## src/rtl/rr_grant_arbiter_pkg.sv

```systemverilog
// Shared constants, state type and one-hot encode helper for the round-robin grant arbiter.
package arb_pkg;

    localparam int ARB_N     = 8;
    localparam int ARB_IDX_W = 3;

    typedef enum logic [0:0] {
        IDLE  = 1'b0,
        OWNED = 1'b1
    } arb_state_e;

    // Encode a one-hot (or all-zero) vector to its bit index; all-zero encodes to 0.
    function automatic logic [ARB_IDX_W-1:0] onehot_to_idx(input logic [ARB_N-1:0] oh);
        logic [ARB_IDX_W-1:0] idx;
        idx = {ARB_IDX_W{1'b0}};
        for (int i = 0; i < ARB_N; i++) begin
            if (oh[i]) begin
                idx = idx | ARB_IDX_W'(i);
            end else begin
                idx = idx;
            end
        end
        return idx;
    endfunction

endpackage

```

## src/rtl/rr_grant_arbiter_if.sv

```systemverilog
// Request/grant bundle between the requesters (master) and the arbiter (slave).
interface rr_grant_arbiter_if
    import arb_pkg::*;
#(
    parameter int N     = ARB_N,
    parameter int IDX_W = ARB_IDX_W
) ();

    logic [N-1:0]     req;
    logic [N-1:0]     gnt;
    logic [IDX_W-1:0] gnt_idx;
    logic             gnt_valid;
    logic             preempt;

    modport master (
        output req,
        input  gnt,
        input  gnt_idx,
        input  gnt_valid,
        input  preempt
    );

    modport slave (
        input  req,
        output gnt,
        output gnt_idx,
        output gnt_valid,
        output preempt
    );

endinterface

```

## src/rtl/rr_grant_arbiter_prio_enc.sv

```systemverilog
// Rotating first-set-bit search: returns the first requester at or after ptr, wrapping 7 to 0.
module rr_prio_enc
    import arb_pkg::*;
(
    input  logic [ARB_N-1:0]     req,
    input  logic [ARB_IDX_W-1:0] ptr,
    output logic [ARB_IDX_W-1:0] sel,
    output logic                 any_req
);

    logic [ARB_N-1:0]     rot_s;
    logic [ARB_N-1:0]     first_s;
    logic [ARB_IDX_W-1:0] src_s;

    // Rotate so rot_s[0] is requester ptr, isolate the lowest set bit, map back to an index
    always_comb begin
        rot_s = {ARB_N{1'b0}};
        src_s = {ARB_IDX_W{1'b0}};
        for (int i = 0; i < ARB_N; i++) begin
            src_s    = ptr + ARB_IDX_W'(i);
            rot_s[i] = req[src_s];
        end
        first_s = rot_s & (~rot_s + ARB_N'(1));
        sel     = ptr + onehot_to_idx(first_s);
        any_req = |req;
    end

endmodule

```

## src/rtl/rr_grant_arbiter.sv

```systemverilog
// Round-robin arbiter for an 8-way shared slot: registered one-hot grant plus index,
// held while the owner keeps requesting, preempted after MAX_HOLD cycles if others wait.
module rr_grant_arbiter
    import arb_pkg::*;
#(
    parameter int N        = ARB_N,
    parameter int IDX_W    = ARB_IDX_W,
    parameter int MAX_HOLD = 16
) (
    input  logic              clk,
    input  logic              rst_n,
    rr_grant_arbiter_if.slave bus
);

    localparam int                HOLD_W    = (MAX_HOLD > 1) ? $clog2(MAX_HOLD) : 1;
    localparam logic [HOLD_W-1:0] HOLD_LAST = HOLD_W'((MAX_HOLD > 0) ? (MAX_HOLD - 1) : 0);
    localparam logic [HOLD_W-1:0] HOLD_ZERO = HOLD_W'(0);
    localparam logic [HOLD_W-1:0] HOLD_ONE  = HOLD_W'(1);
    localparam logic [IDX_W-1:0]  IDX_ONE   = IDX_W'(1);
    localparam logic [IDX_W-1:0]  IDX_NONE  = IDX_W'(0);
    localparam logic [N-1:0]      GNT_ONE   = N'(1);
    localparam logic [N-1:0]      GNT_NONE  = N'(0);

    arb_state_e        state_r;
    logic [IDX_W-1:0]  ptr_r;
    logic [HOLD_W-1:0] hold_cnt_r;
    logic [N-1:0]      gnt_r;
    logic [IDX_W-1:0]  gnt_idx_r;
    logic              gnt_valid_r;
    logic              preempt_r;

    logic [IDX_W-1:0]  enc_ptr_s;
    logic [IDX_W-1:0]  enc_sel_s;
    logic              enc_any_s;
    logic              owner_req_s;
    logic              others_s;
    logic              limit_s;

    // One search serves both IDLE (from ptr) and handoff (from the slot after the owner)
    always_comb begin
        enc_ptr_s = ptr_r;
        if (state_r == OWNED) begin
            enc_ptr_s = gnt_idx_r + IDX_ONE;
        end else begin
            enc_ptr_s = ptr_r;
        end
    end

    rr_prio_enc u_prio_enc (
        .req     (bus.req),
        .ptr     (enc_ptr_s),
        .sel     (enc_sel_s),
        .any_req (enc_any_s)
    );

    assign owner_req_s = bus.req[gnt_idx_r];
    assign others_s    = |(bus.req & ~gnt_r);
    assign limit_s     = (MAX_HOLD != 0) && (hold_cnt_r == HOLD_LAST);

    // Grant state machine; every output is a register
    always_ff @(posedge clk or negedge rst_n) begin
        if (!rst_n) begin
            state_r     <= IDLE;
            ptr_r       <= IDX_NONE;
            hold_cnt_r  <= HOLD_ZERO;
            gnt_r       <= GNT_NONE;
            gnt_idx_r   <= IDX_NONE;
            gnt_valid_r <= 1'b0;
            preempt_r   <= 1'b0;
        end else begin
            case (state_r)
                IDLE: begin
                    preempt_r  <= 1'b0;
                    hold_cnt_r <= HOLD_ZERO;
                    if (enc_any_s) begin
                        state_r     <= OWNED;
                        gnt_r       <= GNT_ONE << enc_sel_s;
                        gnt_idx_r   <= enc_sel_s;
                        gnt_valid_r <= 1'b1;
                    end else begin
                        state_r     <= IDLE;
                        gnt_r       <= GNT_NONE;
                        gnt_idx_r   <= IDX_NONE;
                        gnt_valid_r <= 1'b0;
                    end
                end
                OWNED: begin
                    if (!owner_req_s) begin
                        // Owner released: any other requester takes over with no idle bubble
                        ptr_r      <= gnt_idx_r + IDX_ONE;
                        preempt_r  <= 1'b0;
                        hold_cnt_r <= HOLD_ZERO;
                        if (enc_any_s) begin
                            state_r     <= OWNED;
                            gnt_r       <= GNT_ONE << enc_sel_s;
                            gnt_idx_r   <= enc_sel_s;
                            gnt_valid_r <= 1'b1;
                        end else begin
                            state_r     <= IDLE;
                            gnt_r       <= GNT_NONE;
                            gnt_idx_r   <= IDX_NONE;
                            gnt_valid_r <= 1'b0;
                        end
                    end else if (limit_s && others_s) begin
                        // Searching from owner+1 with another bit set can never land on the owner
                        state_r     <= OWNED;
                        ptr_r       <= gnt_idx_r + IDX_ONE;
                        preempt_r   <= 1'b1;
                        hold_cnt_r  <= HOLD_ZERO;
                        gnt_r       <= GNT_ONE << enc_sel_s;
                        gnt_idx_r   <= enc_sel_s;
                        gnt_valid_r <= 1'b1;
                    end else begin
                        preempt_r <= 1'b0;
                        if ((MAX_HOLD != 0) && (hold_cnt_r != HOLD_LAST)) begin
                            hold_cnt_r <= hold_cnt_r + HOLD_ONE;
                        end else begin
                            hold_cnt_r <= hold_cnt_r;
                        end
                    end
                end
                default: begin
                    state_r     <= IDLE;
                    ptr_r       <= IDX_NONE;
                    hold_cnt_r  <= HOLD_ZERO;
                    gnt_r       <= GNT_NONE;
                    gnt_idx_r   <= IDX_NONE;
                    gnt_valid_r <= 1'b0;
                    preempt_r   <= 1'b0;
                end
            endcase
        end
    end

    assign bus.gnt       = gnt_r;
    assign bus.gnt_idx   = gnt_idx_r;
    assign bus.gnt_valid = gnt_valid_r;
    assign bus.preempt   = preempt_r;

endmodule

```

## src/flat_wrapper.sv

```systemverilog
// flat-port wrapper written by rule: the top's interface ports become plain ports
module rr_grant_arbiter_flat import arb_pkg::*;
#(
    parameter int N        = ARB_N,
    parameter int IDX_W    = ARB_IDX_W,
    parameter int MAX_HOLD = 16
)
  (clk, rst_n, bus_req, bus_gnt, bus_gnt_idx, bus_gnt_valid, bus_preempt);
  rr_grant_arbiter_if #(.N(N), .IDX_W(IDX_W)) bus_i ();
  input  logic clk;
  input  logic rst_n;
  input wire logic [$bits(bus_i.req)-1:0] bus_req;
  output wire logic [$bits(bus_i.gnt)-1:0] bus_gnt;
  output wire logic [$bits(bus_i.gnt_idx)-1:0] bus_gnt_idx;
  output wire logic [$bits(bus_i.gnt_valid)-1:0] bus_gnt_valid;
  output wire logic [$bits(bus_i.preempt)-1:0] bus_preempt;
  assign bus_i.req = bus_req;
  assign bus_gnt = bus_i.gnt;
  assign bus_gnt_idx = bus_i.gnt_idx;
  assign bus_gnt_valid = bus_i.gnt_valid;
  assign bus_preempt = bus_i.preempt;
  rr_grant_arbiter #(.N(N), .IDX_W(IDX_W), .MAX_HOLD(MAX_HOLD)) u_core (.clk(clk), .rst_n(rst_n), .bus(bus_i));
endmodule
```

## config.mk

```make
export PLATFORM = sky130hd
export DESIGN_NAME = rr_grant_arbiter_flat
export DESIGN_NICKNAME = d
export VERILOG_FILES = /design/src/rtl/rr_grant_arbiter_pkg.sv /design/src/rtl/rr_grant_arbiter_if.sv /design/src/rtl/rr_grant_arbiter_prio_enc.sv /design/src/rtl/rr_grant_arbiter.sv /design/src/flat_wrapper.sv
export SDC_FILE = /design/constraint.sdc
export NUM_CORES = 1
export LEC_CHECK = 0
export BUFFER_PORTS_ARGS = -buffer_cell sky130_fd_sc_hd__buf_4
export CORE_ASPECT_RATIO = 0.6
export CORE_UTILIZATION = 48
export CTS_BUF_LIST = sky130_fd_sc_hd__clkbuf_4
export DETAILED_ROUTE_END_ITERATION = 16
export PLACE_DENSITY = 0.8
export REMOVE_ABC_BUFFERS = 1
export SKIP_LAST_GASP = 1
export SYNTH_ARGS = -nofsm -noshare
export SYNTH_HDL_FRONTEND = slang
export SYNTH_SLANG_ARGS = --single-unit
```

## constraint.sdc

```tcl
create_clock -name clk -period 5.8 [get_ports clk]
set_clock_uncertainty 0.2 [all_clocks]
set_input_delay 0 -clock clk [delete_from_list [all_inputs] [get_ports clk]]
set_output_delay 0 -clock clk [all_outputs]
set_load 0.02 [all_outputs]
```

# Word level (Yosys, flattened, before mapping)
# Index checks and enable logic that the tools add are counted.
[totals] ff_bits=21 latch_bits=0 mem_bits_rw=0 rom_bits=0 input_bits=10 wordCells=91 mem_count=0
[op_classes] add_sub_neg=11 multipliers=0 div_mod_pow=0 n_lt_le_gt_ge=9 n_eq_ne=5 shifts=1 n_mux=49 bitwise=5 reduce_logical=4
[op_table] cell="$lt A3 B4 Y1 const B" count=9
[op_table] cell="$mux W3" count=10
[op_table] cell="$bmux W1 S3" count=9
[op_table] cell="$mux W8" count=3
[op_table] cell="$and A8 B8 Y8" count=2
[op_table] cell="$mux W1" count=16
[op_table] cell="$not A8 Y8" count=2
[op_table] cell="$pmux W8 S2" count=1
[op_table] cell="$reduce_or A8 Y1" count=2
[op_table] cell="$add A3 B3 Y3 const B" count=4
[op_table] cell="$mux W4" count=3
[op_table] cell="$add A8 B1 Y8 const B" count=1
[op_table] cell="$ne A4 B4 Y1 const B" count=2
[op_table] cell="$pmux W4 S2" count=1
[op_table] cell="$shl A1 B3 Y8 const A" count=1
[op_table] cell="$add A3 B1 Y3 const B" count=2
[op_table] cell="$add A3 B2 Y3 const B" count=2
[op_table] cell="$pmux W1 S2" count=3
[op_table] cell="$pmux W3 S2" count=1
[op_table] cell="$add A4 B1 Y4 const B" count=1
[op_table] cell="$eq A4 B4 Y1 const B" count=1
[op_table] cell="$mux W2" count=2
[op_table] cell="$add A3 B3 Y3" count=1
[op_table] cell="$ne A3 B3 Y1 const B" count=1
[op_table] cell="4 further kinds" count=4

# Logic depth before layout (Yosys ltp)
# Gate-level depths: netlist of run 1.
[depth] depth_word=20 depth_mapped=18 mapped_depth_nobuf=16

# Modules after synthesis
# A second synthesis of run 1 with hierarchy kept.
[unflattened] cells_unflattened=163 area_unflattened_um2=1826.8
[modules_own_cells] mod="rr_grant_arbiter" n_inst=1 cells_per_inst=93 area_each_um2=1119.8 seq_area_each_um2=525.5
[modules_own_cells] mod="rr_prio_enc" n_inst=1 cells_per_inst=70 area_each_um2=706.9 seq_area_each_um2=0.0

# Worst setup path before layout of run 1
# OpenSTA, ideal clock, no wires.
[synth_timing] kind="reg2reg" from="register u_core.gnt_idx_r[1], in the netlist u_core.bus.gnt_idx[1]" to="register u_core.gnt_r[2], in the netlist u_core.bus.gnt[2]" setup_ns=0.069 arrival_ns=3.978 t_required_ns=5.531 path_slack_ns=1.553 path_stages_with_launch=16 path_buffers=0 cell_sequence="dfrtp_1 ha_1 mux2_4 ha_1 mux2_2 o21ai_0 mux2i_1 a21boi_0 a2bb2oi_1 a21boi_0 ha_1 fa_1 inv_1 nor4_1 o21ai_0 nand3_1"
[synth_between] elab_chain_cells=20 elab_cells_between_ends=44 cone_classes="10 x add/sub; 1 x eq/ne; 1 x shift; 30 x mux; 2 x bitwise"
[synth_rtl] element="start: declaration" line="rr_grant_arbiter.sv:28" rtl="logic [IDX_W-1:0] gnt_idx_r;"
[synth_rtl] element="start signal: assignment" line="rr_grant_arbiter.sv:78" rtl="gnt_idx_r <= enc_sel_s;"
[synth_rtl] element="start signal: assignment" line="rr_grant_arbiter.sv:96" rtl="gnt_idx_r <= enc_sel_s;"
[synth_rtl] element="start signal: assignment" line="rr_grant_arbiter.sv:111" rtl="gnt_idx_r <= enc_sel_s;"
[synth_rtl] element="$add A3 B1 Y3" line="rr_grant_arbiter.sv:43" rtl="enc_ptr_s = gnt_idx_r + IDX_ONE;"
[synth_rtl] element="$mux W3" line="rr_grant_arbiter.sv:42" rtl="if (state_r == OWNED) begin"
[synth_rtl] element="$add A3 B1 Y3" line="rr_grant_arbiter_prio_enc.sv:20" rtl="src_s = ptr + ARB_IDX_W'(i);"
[synth_rtl] element="$bmux W1 S3" line="rr_grant_arbiter_prio_enc.sv:21" rtl="rot_s[i] = req[src_s];"
[synth_rtl] element="$mux W1 (implied by the code)" line="rr_grant_arbiter_prio_enc.sv:21"
[synth_rtl] element="$not A8 Y8" line="rr_grant_arbiter_prio_enc.sv:23" rtl="first_s = rot_s & (~rot_s + ARB_N'(1));"
[synth_rtl] element="$add A8 B1 Y8" line="rr_grant_arbiter_prio_enc.sv:23"
[synth_rtl] element="$and A8 B8 Y8" line="rr_grant_arbiter_prio_enc.sv:23"
[synth_rtl] element="$mux W1" line="rr_grant_arbiter_pkg.sv:17" rtl="if (oh[i]) begin"
[synth_rtl] element="$mux W2 (2 in series)" line="rr_grant_arbiter_pkg.sv:17"
[synth_rtl] element="$mux W3 (4 in series)" line="rr_grant_arbiter_pkg.sv:17"
[synth_rtl] element="$add A3 B3 Y3" line="rr_grant_arbiter_prio_enc.sv:24" rtl="sel = ptr + onehot_to_idx(first_s);"
[synth_rtl] element="$shl A1 B3 Y8" line="rr_grant_arbiter.sv:77, rr_grant_arbiter.sv:95, rr_grant_arbiter.sv:110"
[synth_rtl] element="$mux W8 (on tied branches)" line="rr_grant_arbiter.sv:75, rr_grant_arbiter.sv:93, rr_grant_arbiter.sv:104"
[synth_rtl] element="$mux W8" line="rr_grant_arbiter.sv:88" rtl="if (!owner_req_s) begin"
[synth_rtl] element="$pmux W8 S2" line="rr_grant_arbiter.sv:71" rtl="case (state_r)"
[synth_rtl] element="end signal: assignment" line="rr_grant_arbiter.sv:77" rtl="gnt_r <= GNT_ONE << enc_sel_s;"
[synth_rtl] element="end signal: assignment" line="rr_grant_arbiter.sv:95" rtl="gnt_r <= GNT_ONE << enc_sel_s;"
[synth_rtl] element="end signal: assignment" line="rr_grant_arbiter.sv:110" rtl="gnt_r <= GNT_ONE << enc_sel_s;"
[synth_rtl] element="end: declaration" line="rr_grant_arbiter.sv:27" rtl="logic [N-1:0] gnt_r;"
# Several ways; a longest one is shown, not always the timed one. The select of a mux whose other input is x is not followed.
# A chain may end at the register's enable or synchronous reset.

# Final worst setup path of run 1
[layout_timing] from="register u_core.gnt_idx_r[0], in the netlist u_core.bus.gnt_idx[0]" to="register u_core.gnt_r[2], in the netlist u_core.bus.gnt[2]"
# The elaborated chain is that of the path after synthesis.

==> results.sh, run 1 <==
export IMPL_cp_start_kind="flop"
export IMPL_register_area_sq_um=526
export IMPL_status="finished clean"
export IMPL_drt_wirelength_per_cell_um=16.7
export IMPL_fmax_ghz=0.207
export IMPL_portBuffers=22
export IMPL_design_die_area_sq_um=3880
export IMPL_postSynthAreaPerCell_sq_um=9.52
export IMPL_drive_gt1_share_pct=22.0
export IMPL_root_buffer="clkbuf_4"
export IMPL_cp_arrival_ns=4.89
export IMPL_layout_nets=225
export IMPL_setup_tns_ns=0
export IMPL_synth_ff_type="dfrtp_1"
export IMPL_die_h_um=48.7
export IMPL_drt_iter0_markers=148
export IMPL_synth_top_family_by_area="multiplexers"
export IMPL_final_common_cell="buf_4"
export IMPL_r2r_end="u_core.bus.gnt[2]"
export IMPL_cts_tree="yes"
export IMPL_rows=16
export IMPL_rsz0062_at_grt="false"
export IMPL_critical_path_required_ns=5.85
export IMPL_worst_slew_pin_slew_ns=0.960
export IMPL_max_slew_margin_pct=35.8
export IMPL_synthSimpleGateAreaFrac_pct=21.9
export IMPL_synthXorXnorAreaFrac_pct=4.95
export IMPL_min_to="u_core.hold_cnt_r[3]"
export IMPL_syn_to_final_growth_pct=15.3
export IMPL_synth_warnings=0
export IMPL_antenna_found_initial=0
export IMPL_min_path_type="in -> reg"
export IMPL_grt_start_max_net_pins=22
export IMPL_finalHoldViolCount=0
export IMPL_clk_pin_slew_worst_paths_ns=0.14
export IMPL_core_sq_um=3360
export IMPL_setup_viol=0
export IMPL_cts_sinks=21
export IMPL_seq_area_frac_synth_pct=30.2
export IMPL_multi_input_comb_area_sq_um=1140
export IMPL_fillCellCount=278
export IMPL_finish_utilization_pct=59.7
export IMPL_min_delay_start="bus_req[7]"
export IMPL_worstSetupPathType="reg -> reg"
export IMPL_maxCapViolCount=0
export IMPL_period_needed_ns=4.84
export IMPL_period_share_pct=83.4
export IMPL_cts_resized=0
export IMPL_fp_dieW_um=79.8
export IMPL_grt_ovfl_total=0
export IMPL_drc=0
export IMPL_hold_depth=5
export IMPL_ant_nets=0
export IMPL_cts_buffer_depth=2
export IMPL_grt_first_pass_wirelength_um=7160
export IMPL_ios=23
export IMPL_firstDrtPassIters=4
export IMPL_cp_end_kind="flop"
export IMPL_start_util_pct=51.8
export IMPL_reg2reg_depth=15
export IMPL_dp_hpwl_um=3090
export IMPL_grt_usage_pct=23.7
export IMPL_grt_pass1_vias=1449
export IMPL_cts_buffers_inserted=3
export IMPL_syn_instance_count=183
export IMPL_maxSlewViolCount=0
export IMPL_clk_latency_ns=0.32
export IMPL_vias=1530
export IMPL_cts_htree_levels=1
export IMPL_yosys_cell_types_count=40
export IMPL_synth_area_sq_um=1740
export IMPL_synth_compound_area_share_pct=10.7
export IMPL_synthArstFlopShare_pct=100
export IMPL_critPathMaxFanout=9
export IMPL_diodes=0
export IMPL_synthMuxAreaShare_pct=24.0
export IMPL_viasPerCell=6.02
export IMPL_synth_edf_count=0
export IMPL_layout_common_cells="buf_4, nand2_1, nand3_1, dfrtp_1, o21ai_0"
export IMPL_r2r_setup_slack_ns=0.96
export IMPL_routed_wirelength_um=4240
export IMPL_place_gp_congestion=0.858
export IMPL_synthAdderAreaFrac_pct=4.02
export IMPL_yosys_register_bits=21
export IMPL_rr_startpoint="u_core.bus.gnt_idx[0]"
[logic make-up (layout without fill, tap and decap cells)]
logic type	after synthesis	in the layout
compound gates	30	30
xor+xnor	9	9
fa+ha+maj	5	5
buf+inv	13	39
flops	21	21
mux	29	29
simple gates	76	76
[registers in the layout, summed over array words and instances (netlist names)]
register	count
u_core.bus.gnt	8
u_core.hold_cnt_r	4
u_core.bus.gnt_idx	3
u_core.ptr_r	3
u_core.bus.preempt	1
u_core.bus.gnt_valid	1
u_core.state_r	1
[worst max path at each step]
stage	startpoint	end	slack, ns	cells after the start
after global routing	u_core.bus.gnt_idx[0]	u_core.bus.gnt[2]	0.55	15
after floorplan	u_core.bus.gnt_idx[0]	u_core.bus.gnt[2]	1.48	15
after CTS	u_core.bus.gnt_idx[0]	u_core.bus.gnt[2]	1.02	15
final	u_core.bus.gnt_idx[0]	u_core.bus.gnt[2]	0.96	15
after global placement	u_core.bus.gnt_idx[0]	u_core.bus.gnt[2]	1.33	15
after detailed placement	u_core.bus.gnt_idx[0]	u_core.bus.gnt[2]	1.06	15
[layer usage]
metal | vias up | part of all wire [%] | track usage, %
met5 | - | 0 | 0
li1 | 733 | - | -
met2 | 69 | 43 | 33.3
met1 | 726 | 48 | 36.4
met3 | 2 | 8.4 | 6.79
met4 | 0 | 0.28 | 3.57
[synth_stat cells (2+ instances only)]
| library cell | number | area [sq um] |
|---|---|---|
| nand3_1 | 21 | 105 |
| nand2_1 | 21 | 78.8 |
| nor2b_1 | 6 | 37.5 |
| xor2_1 | 3 | 26.3 |
| a21boi_0 | 2 | 15.0 |
| nor4_1 | 8 | 50.1 |
| xnor2_1 | 5 | 43.8 |
| o21ai_0 | 16 | 80.1 |
| nand4_1 | 2 | 12.5 |
| mux2_2 | 5 | 56.3 |
| mux2i_1 | 13 | 130 |
| a2111oi_0 | 2 | 17.5 |
| a21oi_1 | 2 | 10.0 |
| buf_6 | 3 | 33.8 |
| buf_2 | 2 | 10.0 |
| dfrtp_1 | 21 | 526 |
| mux4_2 | 8 | 180 |
| and4_1 | 2 | 17.5 |
| a31oi_1 | 2 | 12.5 |
| inv_1 | 6 | 22.5 |
| nor2_1 | 7 | 26.3 |
| nor3_1 | 5 | 25.0 |
| ha_1 | 4 | 50.1 |
[per-stage QoR]
stage | instance area [sq um] | std cells | setup WS, ns | hold WS [ns]
4_1_cts | 2010 | 254 | 1.02 | 0.0713
2_1_floorplan | 1690 | 176 | 1.48 | -0.496
5_1_grt | 2010 | 254 | 0.552 | 0.118
6_report | 2010 | 254 | 0.962 | 0.0822
3_5_place_dp | 1910 | 243 | 1.06 | -0.300
3_3_place_gp | 1910 | 243 | 1.33 | -0.306
[worst max-delay path, cell delays in order, from the launching register on]
cell and delay, ns:
dfrtp_1 0.52, ha_1 0.38, mux2_4 0.33, ha_1 0.40
mux2_2 0.36, o21ai_0 0.37, mux2i_1 0.14, a21boi_0 0.19
a2bb2oi_1 0.18, a21boi_0 0.11, ha_1 0.20, fa_1 0.66
inv_1 0.09, nor4_1 0.36, o21ai_0 0.15, nand3_1 0.10
[layout make-up]
cell class | instances | area share, %
Timing Repair Buffer | 29 | 11.7
Tap cell | 45 | 2.80
Clock buffer | 3 | 1.12
Multi-Input combinational cell | 149 | 56.8
Sequential cell | 21 | 26.2
Clock inverter | 1 | 0.249
Inverter | 6 | 1.12
[timing repair]
item	4_1_cts	5_1_grt
endpoints found under the hold margin	23	0
hold buffers	7	0
setup buffers	0	0
Power of run 1 is left out: the tool's default activity adds up to more than one toggle a clock period on the data nets, which glitch-free logic cannot reach.
==> run 2, diff against run 1 <==
- clock period: 5.8 -> 4.8 ns (I/O delays scaled with it)
==> run 2 against run 1 <==
Effect of this change:
- sequential share of layout area shrank 0.097 points
- wire length down 4.1%
- clock-buffer cell count stayed put
- hold slack improved by 0.013 ns
- first-iteration DRC count fell by 13%
==> results.sh, run 2 (synthesis gave the netlist of run 1 again) <==
export IMPL_worst_slew_pin_slew_ns=0.965
export IMPL_period_needed_ns=4.47
export IMPL_cp_buffers_inverters=1
export IMPL_multi_input_comb_area_sq_um=1140
export IMPL_cpPeakStageDelay_ns=0.63
export IMPL_grt_pass1_vias=1355
export IMPL_syn_to_final_growth_pct=15.7
export IMPL_vias=1522
export IMPL_ant_nets=0
export IMPL_cp_top_family="adder cells"
export IMPL_fmax_ghz=0.223
export IMPL_drive_gt1_share_pct=22.4
export IMPL_critical_path_required_ns=4.85
export IMPL_firstDrtPassIters=4
export IMPL_drc=0
export IMPL_cp_end_kind="flop"
export IMPL_maxSlewViolCount=0
export IMPL_finalHoldViolCount=0
export IMPL_grt_start_max_net_pins=22
export IMPL_start_util_pct=51.8
export IMPL_fp_dieW_um=79.8
export IMPL_maxCapViolCount=0
export IMPL_max_slew_margin_pct=35.5
export IMPL_portBuffers=22
export IMPL_drt_wirelength_per_cell_um=15.9
export IMPL_layout_nets=226
export IMPL_largest_reg_flops=8
export IMPL_finalInstanceArea_sq_um=2020
export IMPL_diodes=0
export IMPL_cts_sinks=21
export IMPL_rows=16
export IMPL_cp_arrival_ns=4.53
export IMPL_setup_viol=0
export IMPL_path_cells="ha_1, mux2_4, ha_1, mux2_2, o21ai_1, mux2i_1, a21boi_0, a2bb2oi_1, a21boi_0, ha_1, fa_1, inv_1, nor4_1, o21ai_0, nand3_1"
export IMPL_cts_htree_levels=1
export IMPL_cp_slowest_cell="fa_1"
export IMPL_viasPerCell=5.97
export IMPL_cts_buffer_depth=2
export IMPL_period_share_pct=93.2
export IMPL_cp_start_kind="flop"
export IMPL_die_h_um=48.7
export IMPL_grt_usage_pct=23.6
export IMPL_final_common_cell="buf_4"
export IMPL_routed_wirelength_um=4060
export IMPL_drt_iter0_markers=129
export IMPL_status="finished clean"
export IMPL_register_area_sq_um=526
export IMPL_antenna_found_initial=0
export IMPL_clk_pin_slew_worst_paths_ns=0.13
export IMPL_ios=23
export IMPL_critPathMaxFanout=7
export IMPL_fillCellCount=294
export IMPL_clk_latency_ns=0.32
export IMPL_cts_tree="yes"
export IMPL_worstSetupPathType="reg -> reg"
export IMPL_dp_hpwl_um=3000
export IMPL_critical_path_most_common_cell="ha_1"
export IMPL_min_path_type="in -> reg"
export IMPL_place_gp_congestion=0.868
export IMPL_layout_common_cells="buf_4, nand2_1, nand3_1, dfrtp_1, o21ai_0"
export IMPL_core_sq_um=3360
export IMPL_design_die_area_sq_um=3880
export IMPL_cts_buffers_inserted=3
export IMPL_dpl_cell_area_sq_um=1920
export IMPL_rsz0062_at_grt="true"
export IMPL_grt_first_pass_wirelength_um=6930
export IMPL_root_buffer="clkbuf_4"
export IMPL_grt_ovfl_total=0
[run 2: cell types whose count changed in the layout (fill, tap and decap cells not counted)]
cell,delta
buf_4,+1
o21ai_1,+2
o21ai_0,-2
[run 2: layout make-up]
cell class                      instances  share of cell area (%)
Sequential cell                        21                    26.1
Multi-Input combinational cell        149                    56.6
Timing Repair Buffer                   30                    12.0
Inverter                                6                    1.12
Tap cell                               45                    2.79
Clock buffer                            3                    1.12
Clock inverter                          1                   0.248
[run 2: per-layer routing]
layer  vias up  GRT usage (%)  share of wire [%]
met1       714           37.7                 48
met4         0           4.46               0.71
met3         5           4.53                8.3
li1        735              -                  -
met2        68           33.0                 43
met5         -              0                  0
[run 2: path summary, 6_finish.rpt]
path,startpoint,end,slack [ns],depth (start not counted)
setup / recovery,u_core.bus.gnt_idx[1],u_core.bus.gnt[2],0.33,15
hold / removal,bus_req[7],u_core.hold_cnt_r[3],0.1,5
setup reg to reg,u_core.bus.gnt_idx[1],u_core.bus.gnt[2],0.33,15
hold reg to reg,u_core.bus.gnt_valid,u_core.bus.gnt_valid,0.33,1
max in group asynchronous,rst_n,u_core.bus.gnt[2],3.11,3
min in group asynchronous,rst_n,u_core.bus.gnt_valid,0.69,3
[run 2: timing repair]
action | 4_1_cts | 5_1_grt
resized for setup | 0 | 2
endpoints found under the hold margin | 23 | 0
setup endpoints to repair | 0 | 8
buffers inserted | 0 | 0
hold buffers | 7 | 0
[run 2: through the flow]
stage	std cells	hold WS, ns	utilization [%]	setup TNS (ns)	setup WS [ns]
detailed placement	244	-0.301	57.1	0	0.296
finish	255	0.0956	60.0	0	0.325
global route	255	0.135	60.0	-0.0133	-0.0131
CTS	255	0.0749	60.0	0	0.253
global placement	244	-0.304	57.1	0	0.430
floorplan	176	-0.496	-	0	0.481
[run 2: worst register-to-register path: cells and delay by family (launching register included)]
family / cells / cell delay, ns
DFF: 1 / 0.46
and+or+nand+nor: 2 / 0.43
muxes: 3 / 0.79
buffers and inverters: 1 / 0.09
adders and majority gates: 4 / 1.59
AOI/OAI and AO/OA: 5 / 0.84
Power of run 2 is left out for the same reason.
